### config.mk
export PLATFORM = sky130hd
export DESIGN_NAME = predictor_update_scheduler
export DESIGN_NICKNAME = d
export VERILOG_FILES = /design/src/rtl/predictor_update_scheduler.sv
export SDC_FILE = /design/constraint.sdc
export NUM_CORES = 1
export LEC_CHECK = 0
export ABC_AREA = 1
export CORE_AREA = 4 4 136 138
export CTS_CLUSTER_SIZE = 8
export DETAILED_ROUTE_END_ITERATION = 16
export DIE_AREA = 0 0 140 142
export PLACE_DENSITY = 0.66
export SETUP_SLACK_MARGIN = 0.2
export SKIP_CTS_REPAIR_TIMING = 1
export SYNTH_ARGS = -nofsm -noshare
export SYNTH_HDL_FRONTEND = slang
export SYNTH_SLANG_ARGS = --single-unit
### constraint.sdc
create_clock -name clk -period 3.81 [get_ports clk]
set_input_delay 0.381 -clock clk [delete_from_list [all_inputs] [get_ports clk]]
set_output_delay 0.381 -clock clk [all_outputs]
set_load 0.03 [all_outputs]
### src/rtl/predictor_update_scheduler.sv
// Funnels the ID and EX predictor update ports onto the single table write port
// through a small FIFO, with same-key coalescing and a full-table clear sweep.
module predictor_update_scheduler #(
  parameter int ADDR_WIDTH  = 3,
  parameter int INDEX_WIDTH = 2,
  parameter int DATA_WIDTH  = 16,
  parameter int FIFO_DEPTH  = 4
) (
  input  logic                   clk,
  input  logic                   rst_n,
  input  logic                   req1_valid,
  input  logic                   req1_clr,
  input  logic [ADDR_WIDTH-1:0]  req1_addr,
  input  logic [INDEX_WIDTH-1:0] req1_index,
  input  logic [DATA_WIDTH-1:0]  req1_data,
  input  logic                   req2_valid,
  input  logic                   req2_clr,
  input  logic [ADDR_WIDTH-1:0]  req2_addr,
  input  logic [INDEX_WIDTH-1:0] req2_index,
  input  logic [DATA_WIDTH-1:0]  req2_data,
  input  logic                   clear_all,
  output logic                   stall_req,
  output logic                   tbl_we,
  output logic                   tbl_clr,
  output logic [ADDR_WIDTH-1:0]  tbl_addr,
  output logic [INDEX_WIDTH-1:0] tbl_index,
  output logic [DATA_WIDTH-1:0]  tbl_data,
  output logic                   busy,
  output logic [7:0]             drop_count
);
  localparam int PW = $clog2(FIFO_DEPTH);
  localparam int CW = $clog2(FIFO_DEPTH + 1);
  localparam int EW = 1 + ADDR_WIDTH + INDEX_WIDTH + DATA_WIDTH;

  // state    | meaning
  // ST_RUN   | drain one FIFO entry per cycle onto the table port
  // ST_SWEEP | clear every table address in turn; FIFO only fills
  typedef enum logic {ST_RUN, ST_SWEEP} state_t;

  state_t                 r_state, w_state_nxt;
  logic [EW-1:0]          r_fifo [FIFO_DEPTH];
  logic [PW-1:0]          r_wr_ptr, r_rd_ptr, w_wr_ptr1;
  logic [CW-1:0]          r_count, w_free;
  logic [ADDR_WIDTH-1:0]  r_sweep_addr;
  logic                   w_flush, w_coalesce, w_cand2, w_cand1;
  logic                   w_acc2, w_acc1, w_pop, w_sweep_last;
  logic [1:0]             w_drops;
  logic [8:0]             w_drop_sum;
  logic [EW-1:0]          w_ent1, w_ent2, w_head;
  logic                   r_tbl_we, r_tbl_clr;
  logic [ADDR_WIDTH-1:0]  r_tbl_addr;
  logic [INDEX_WIDTH-1:0] r_tbl_index;
  logic [DATA_WIDTH-1:0]  r_tbl_data;
  logic [7:0]             r_drop_count;

  assign w_free       = CW'(FIFO_DEPTH) - r_count;
  assign w_flush      = (r_state == ST_RUN) && clear_all;
  // Port 1 is the younger update for the same counter, so it supersedes port 2.
  assign w_coalesce   = req1_valid && req2_valid && !req1_clr && !req2_clr &&
                        (req1_addr == req2_addr) && (req1_index == req2_index);
  assign w_cand2      = req2_valid && !w_coalesce && !w_flush;
  assign w_cand1      = req1_valid && !w_flush;
  assign w_acc2       = w_cand2 && (w_free != '0);
  assign w_acc1       = w_cand1 && (w_free > (w_cand2 ? CW'(1) : CW'(0)));
  assign w_drops      = 2'(w_cand2 && !w_acc2) + 2'(w_cand1 && !w_acc1);
  assign w_drop_sum   = {1'b0, r_drop_count} + 9'(w_drops);
  assign w_pop        = (r_state == ST_RUN) && !clear_all && (r_count != '0);
  assign w_wr_ptr1    = r_wr_ptr + PW'(w_acc2);
  assign w_head       = r_fifo[r_rd_ptr];
  assign w_sweep_last = &r_sweep_addr;
  assign w_ent2       = {req2_clr, req2_addr, req2_index, req2_data};
  assign w_ent1       = {req1_clr, req1_addr, req1_index, req1_data};

  always_ff @(posedge clk) begin
    if (w_acc2) r_fifo[r_wr_ptr] <= w_ent2;
    if (w_acc1) r_fifo[w_wr_ptr1] <= w_ent1;
  end

  always_ff @(posedge clk) begin
    if (!rst_n) r_state <= ST_RUN;
    else        r_state <= w_state_nxt;
  end

  always_comb begin
    w_state_nxt = r_state;
    case (r_state)
      ST_RUN:   if (clear_all)    w_state_nxt = ST_SWEEP;
      ST_SWEEP: if (w_sweep_last) w_state_nxt = ST_RUN;
      default:                    w_state_nxt = ST_RUN;
    endcase
  end

  always_ff @(posedge clk) begin
    if (!rst_n) begin
      r_wr_ptr     <= '0;
      r_rd_ptr     <= '0;
      r_count      <= '0;
      r_sweep_addr <= '0;
      r_tbl_we     <= 1'b0;
      r_tbl_clr    <= 1'b0;
      r_tbl_addr   <= '0;
      r_tbl_index  <= '0;
      r_tbl_data   <= '0;
      r_drop_count <= '0;
    end else begin
      r_tbl_we  <= 1'b0;
      r_tbl_clr <= 1'b0;
      if (w_flush) begin
        r_wr_ptr     <= '0;
        r_rd_ptr     <= '0;
        r_count      <= '0;
        r_sweep_addr <= '0;
      end else begin
        r_wr_ptr <= r_wr_ptr + PW'(w_acc2) + PW'(w_acc1);
        if (w_pop) r_rd_ptr <= r_rd_ptr + PW'(1);
        r_count  <= r_count + CW'(w_acc2) + CW'(w_acc1) - CW'(w_pop);
      end
      if (r_state == ST_SWEEP) begin
        r_tbl_clr    <= 1'b1;
        r_tbl_addr   <= r_sweep_addr;
        r_sweep_addr <= r_sweep_addr + ADDR_WIDTH'(1);
      end else if (w_pop) begin
        r_tbl_we  <= !w_head[EW-1];
        r_tbl_clr <= w_head[EW-1];
        {r_tbl_addr, r_tbl_index, r_tbl_data} <= w_head[EW-2:0];
      end
      r_drop_count <= w_drop_sum[8] ? 8'hFF : w_drop_sum[7:0];
    end
  end

  assign stall_req  = (w_free < CW'(2));
  assign busy       = (r_count != '0) || (r_state == ST_SWEEP) || r_tbl_we || r_tbl_clr;
  assign tbl_we     = r_tbl_we;
  assign tbl_clr    = r_tbl_clr;
  assign tbl_addr   = r_tbl_addr;
  assign tbl_index  = r_tbl_index;
  assign tbl_data   = r_tbl_data;
  assign drop_count = r_drop_count;

endmodule

# Word-level counts from Yosys, hierarchy flattened
# Memories as Yosys holds them, arrays and structs flattened. A register that Yosys moved wholly into a read port is not among the register bits.
# Index checks and enable logic that the tools add are counted.
# op_classes
n_eq_ne,2
n_addsub,10
mux,17
reduce_logical,34
magnitude_cmp,2
n_bitwise,3
# ops
operator,n
$logic_and 1x1->1,15
$mux 3,4
$add 8x2->9,1
$mux 1,9
$logic_not 1->1,8
$mux 8,1
$add 3x1->3,2
$reduce_bool 3->1,2
$add 2x1->2,2
$mux 2,2
$reduce_bool 2->1,2
$add 3x1->3 const B,1
$eq 3x3->1,1
$gt 3x1->1,1
$logic_or 1x1->1,3
$lt 3x2->1 const B,1
$not 1->1,3
$reduce_and 3->1,1
$reduce_or 3->1,1
$sub 3x1->3,1
$sub 3x3->3 const A,1
$add 1x1->2,1
$add 2x1->2 const B,1
$eq 2x2->1,1
other kinds (3),3
# totals
output_inout_bits,33
reg_bits,42
mem_bits_rw,88
n_memories,1
# memory_table
name,depth,width,rd,rd_clocked_by_memory_dff,wr,line_no,source
r_fifo,4,22,1,1,2,41,logic [EW-1:0] r_fifo [FIFO_DEPTH];

# Depth between registers and ports, before layout
# logic_depth
word_depth,16
ltp_mapped,18

# Worst setup path after synthesis
# OpenSTA, ideal clock, no wires.
# synth_timing
path_type,input to register
start,input port req1_clr
end,"memory r_fifo[2][0] (netlist name), enable pin"
required_time_ns,3.399
path_stages,14
arrival_time_ns,2.483
path_buffers,1
slack_ns,0.916
cell_sequence,inv_1 nand3_1 nor2_1 nand3_1 nand2_1 inv_1 nand2_1 inv_1 ha_1 xnor2_2 inv_2 nand3_4 buf_6 nand2_1
# synth_rtl
element,line_no,source
"start, declared",12,"input logic req1_clr,"
"end, declared",41,

# Final worst setup path
# layout_timing
start,input port req2_index[1]
end,register r_count[2]
# layout_via
elab_chain_cells,10
word_cells_on_any_way,12
cone_classes,3 x add/sub; 1 x order compare; 1 x eq/ne; 1 x mux; 6 x reduce/logical
# layout_rtl
element,line_no,source
"start, declared",19,"input logic [INDEX_WIDTH-1:0] req2_index,"
$eq 2x2->1 *,60,(req1_addr == req2_addr) && (req1_index == req2_index);
$logic_and 1x1->1 *,60,
$logic_not 1->1 *,61,assign w_cand2 = req2_valid && !w_coalesce && !w_flush;
$logic_and 1x1->1 * (2 in a row),61,
$mux 1,64,assign w_acc1 = w_cand1 && (w_free > (w_cand2 ? CW'(1) : CW'(0)));
$gt 3x1->1,64,
$logic_and 1x1->1,64,
$add 3x1->3 *,116,r_count <= r_count + CW'(w_acc2) + CW'(w_acc1) - CW'(w_pop);
$sub 3x1->3 *,116,
"end signal, assigned",116,
"end, declared",43,"logic [CW-1:0] r_count, w_free;"
# Every way passes the cells marked *; elsewhere a longest branch is shown, timed or not.
# A chain may end at the register's enable or synchronous reset.

==> metrics <==
status finished clean; Core ar. 17200 µm²; clk_skew 5.50 ps; global-route wire length before repair 24.3 mm; Synth Cell Area 6620 µm²; drt total wl 15.0 mm; largest net degree at the start of global routing 45; Seq/Total Area, Yosys 0.532; CTS root buffer clkbuf_16; FF+latch area 3520 µm²; fmax 0.321 GHz; Internal 0.00368 W; clock latency on the worst-skew pair 410 ps; Via density 4.74; IO buf count 81; Final Instance Area 8150 µm²; gpl congestion 0.774; sw frac 0.347; initial DRC count 280; Mean Syn Cell Area 9.07 µm²; HP Class register to register; Synth cell types 34; initial core utilization 0.385; die height 142 µm; critical path type input pin to register; total negative slack 0 ps; net switching power 0.00195 W; hpwl dp 10.2 mm; fin crit share 0.818; final setup vio count 0; R2R setup slack 730 ps; synthesized flop and latch total 132; combinational fraction of design power 0.341; Yosys warning count 0; highest metal used met4; clk buf depth 2; CTS Buf Count 17; Max Cap Viol 0; multi-input logic area 2500 µm²; Rows 48; Hold Vio Cnt, Final 0; H-tree Lvls 4; Static Leak 3.39 nW; Tot GR Track Use 0.156; RSZ-0062 raised after global routing false; CP Launch Type input pin; Die W 140 µm; ANT nets after route 0; nets 871; drt pass-1 iters 5; crit end category register; CTS tree built; Non-Filler Instances 1047; gr ovfl total 0; M1 WL 6.72 mm; placed cells 1015; n_diodes 0; drt wl/cell 14.3 µm; routed length on met2 7.11 mm; fillers 1607; Slew Limit Fails 0; largest fanout on the critical path 6; share of post-route cells with drive strength above 1 0.109; leading cell type in the layout, fill and taps excluded nand2_1; post-placement cell area 7580 µm²; Layout area overhead 23.2%; Worst-Margin Slew 744 ps; Worst EP arrival 3410 ps; Data required, critical path 4110 ps; most frequent cells in the layout 130 x nand2_1, 113 x nor2_1, 88 x edfxtp_1; DR DRC count 0; routed wl met3 932 µm; Max-slew headroom 0.504; Syn Inst Count 730; worst hold slack 436 ps; vias in the first global route 4699; initial antenna violation count 0; post-synth net total 792; fin util 0.475; Reg power frac 0.376; VDD IR max 0.367 mV; I/O pin cnt 82; shortest period the worst path allows 3120 ps; total vias in the final route 4963; pwr/cell area 691 nW/µm²; clk sinks 132; clock transition at the registers of the reported paths 50 ps; Die ar. 19900 µm²; Clk pwr share 0.283
==> state kept, by name (all words and copies together), names as in the netlist, named ones only <==
name          flops
tbl_clr           1
tbl_addr          3
r_rd_ptr          2
r_wr_ptr          2
r_state           1
r_fifo           88
r_count           3
drop_count        8
tbl_data         16
r_sweep_addr      3
tbl_we            1
tbl_index         2
==> power by group through the flow <==
stage	Clock [W]	Combinational (W)	Sequential, W
after floorplan	0	0.00121	0.00227
after global placement	0	0.00191	0.00214
after detailed placement	0	0.00194	0.00215
after CTS	0.00162	0.00195	0.00212
after global routing	0.00168	0.00216	0.00215
final	0.00159	0.00192	0.00212
==> final cells by class <==
class / instances / area share
inverter: 82 / 0.0384
sequential: 132 / 0.432
multi-input combinational: 479 / 0.307
clock inverter: 11 / 0.0166
clock buffer: 21 / 0.0540
tap: 225 / 0.0345
timing repair buffer: 97 / 0.117
==> kinds of logic after synthesis <==
kind of cell,Yosys count,synth area share
AND/OR/NAND/NOR,268,0.171
AO/OA/AOI/OAI,192,0.170
flip-flops,132,0.532
buffers and inverters,119,0.0892
adder cells (fa/ha/maj),13,0.0280
XOR/XNOR,6,0.00908
==> per-layer routing <==
metal | up-vias | global-route usage
li1 | 2610 | -
met1 | 2222 | 0.203
met2 | 119 | 0.252
met3 | 12 | 0.0440
met4 | 0 | 0.0510
met5 | - | 0
==> cells in the mapped netlist (all sizes together) <==
cell type | number | area share
o21ai | 154 | 0.14
nand2 | 132 | 0.078
nor2 | 115 | 0.068
edfxtp | 88 | 0.40
inv | 80 | 0.046
dfxtp | 44 | 0.13
buf | 22 | 0.033
o22ai | 18 | 0.017
a21oi | 17 | 0.013
clkbuf | 15 | 0.0085
ha | 10 | 0.019
nand3 | 10 | 0.015
nor3 | 5 | 0.0038
nand4 | 4 | 0.0038
fa | 3 | 0.0091
xnor2 | 3 | 0.0051
xor2 | 3 | 0.0040
a211oi | 2 | 0.0023
clkinv | 2 | 0.0011
a31oi | 1 | 0.00095
nor3b | 1 | 0.0011
nor4 | 1 | 0.00095
==> per-stage QoR <==
step           total power [W]  setup WS [ps]
5_1_grt                0.00599            350
3_5_place_dp           0.00409            234
6_report               0.00563            695
4_1_cts                0.00569            672
2_1_floorplan          0.00348            916
3_3_place_gp           0.00405            334
==> worst max-delay path: stages <==
cell and delay (ps):
clkdlybuf4s50_1 560, inv_1 60, nand2_1 60, nand2_1 60
nor2_1 160, nand3_1 180, nand2_1 130, inv_1 60
ha_1 270, nor2_1 50, nor2_1 280, nor2_8 100
inv_1 80, fa_1 160, inv_1 50, fa_1 370
xnor2_1 190, xor2_1 170, nor2_1 50
==> path summary, 6_finish.rpt <==
path,cells after the start,from,to
max,19,req2_index[1],r_count[2]
min,1,r_rd_ptr[1],register
max reg2reg,17,r_state,r_count[2]
min reg2reg,1,r_rd_ptr[1],register
Note: power is estimated with default switching activity, not from simulation.
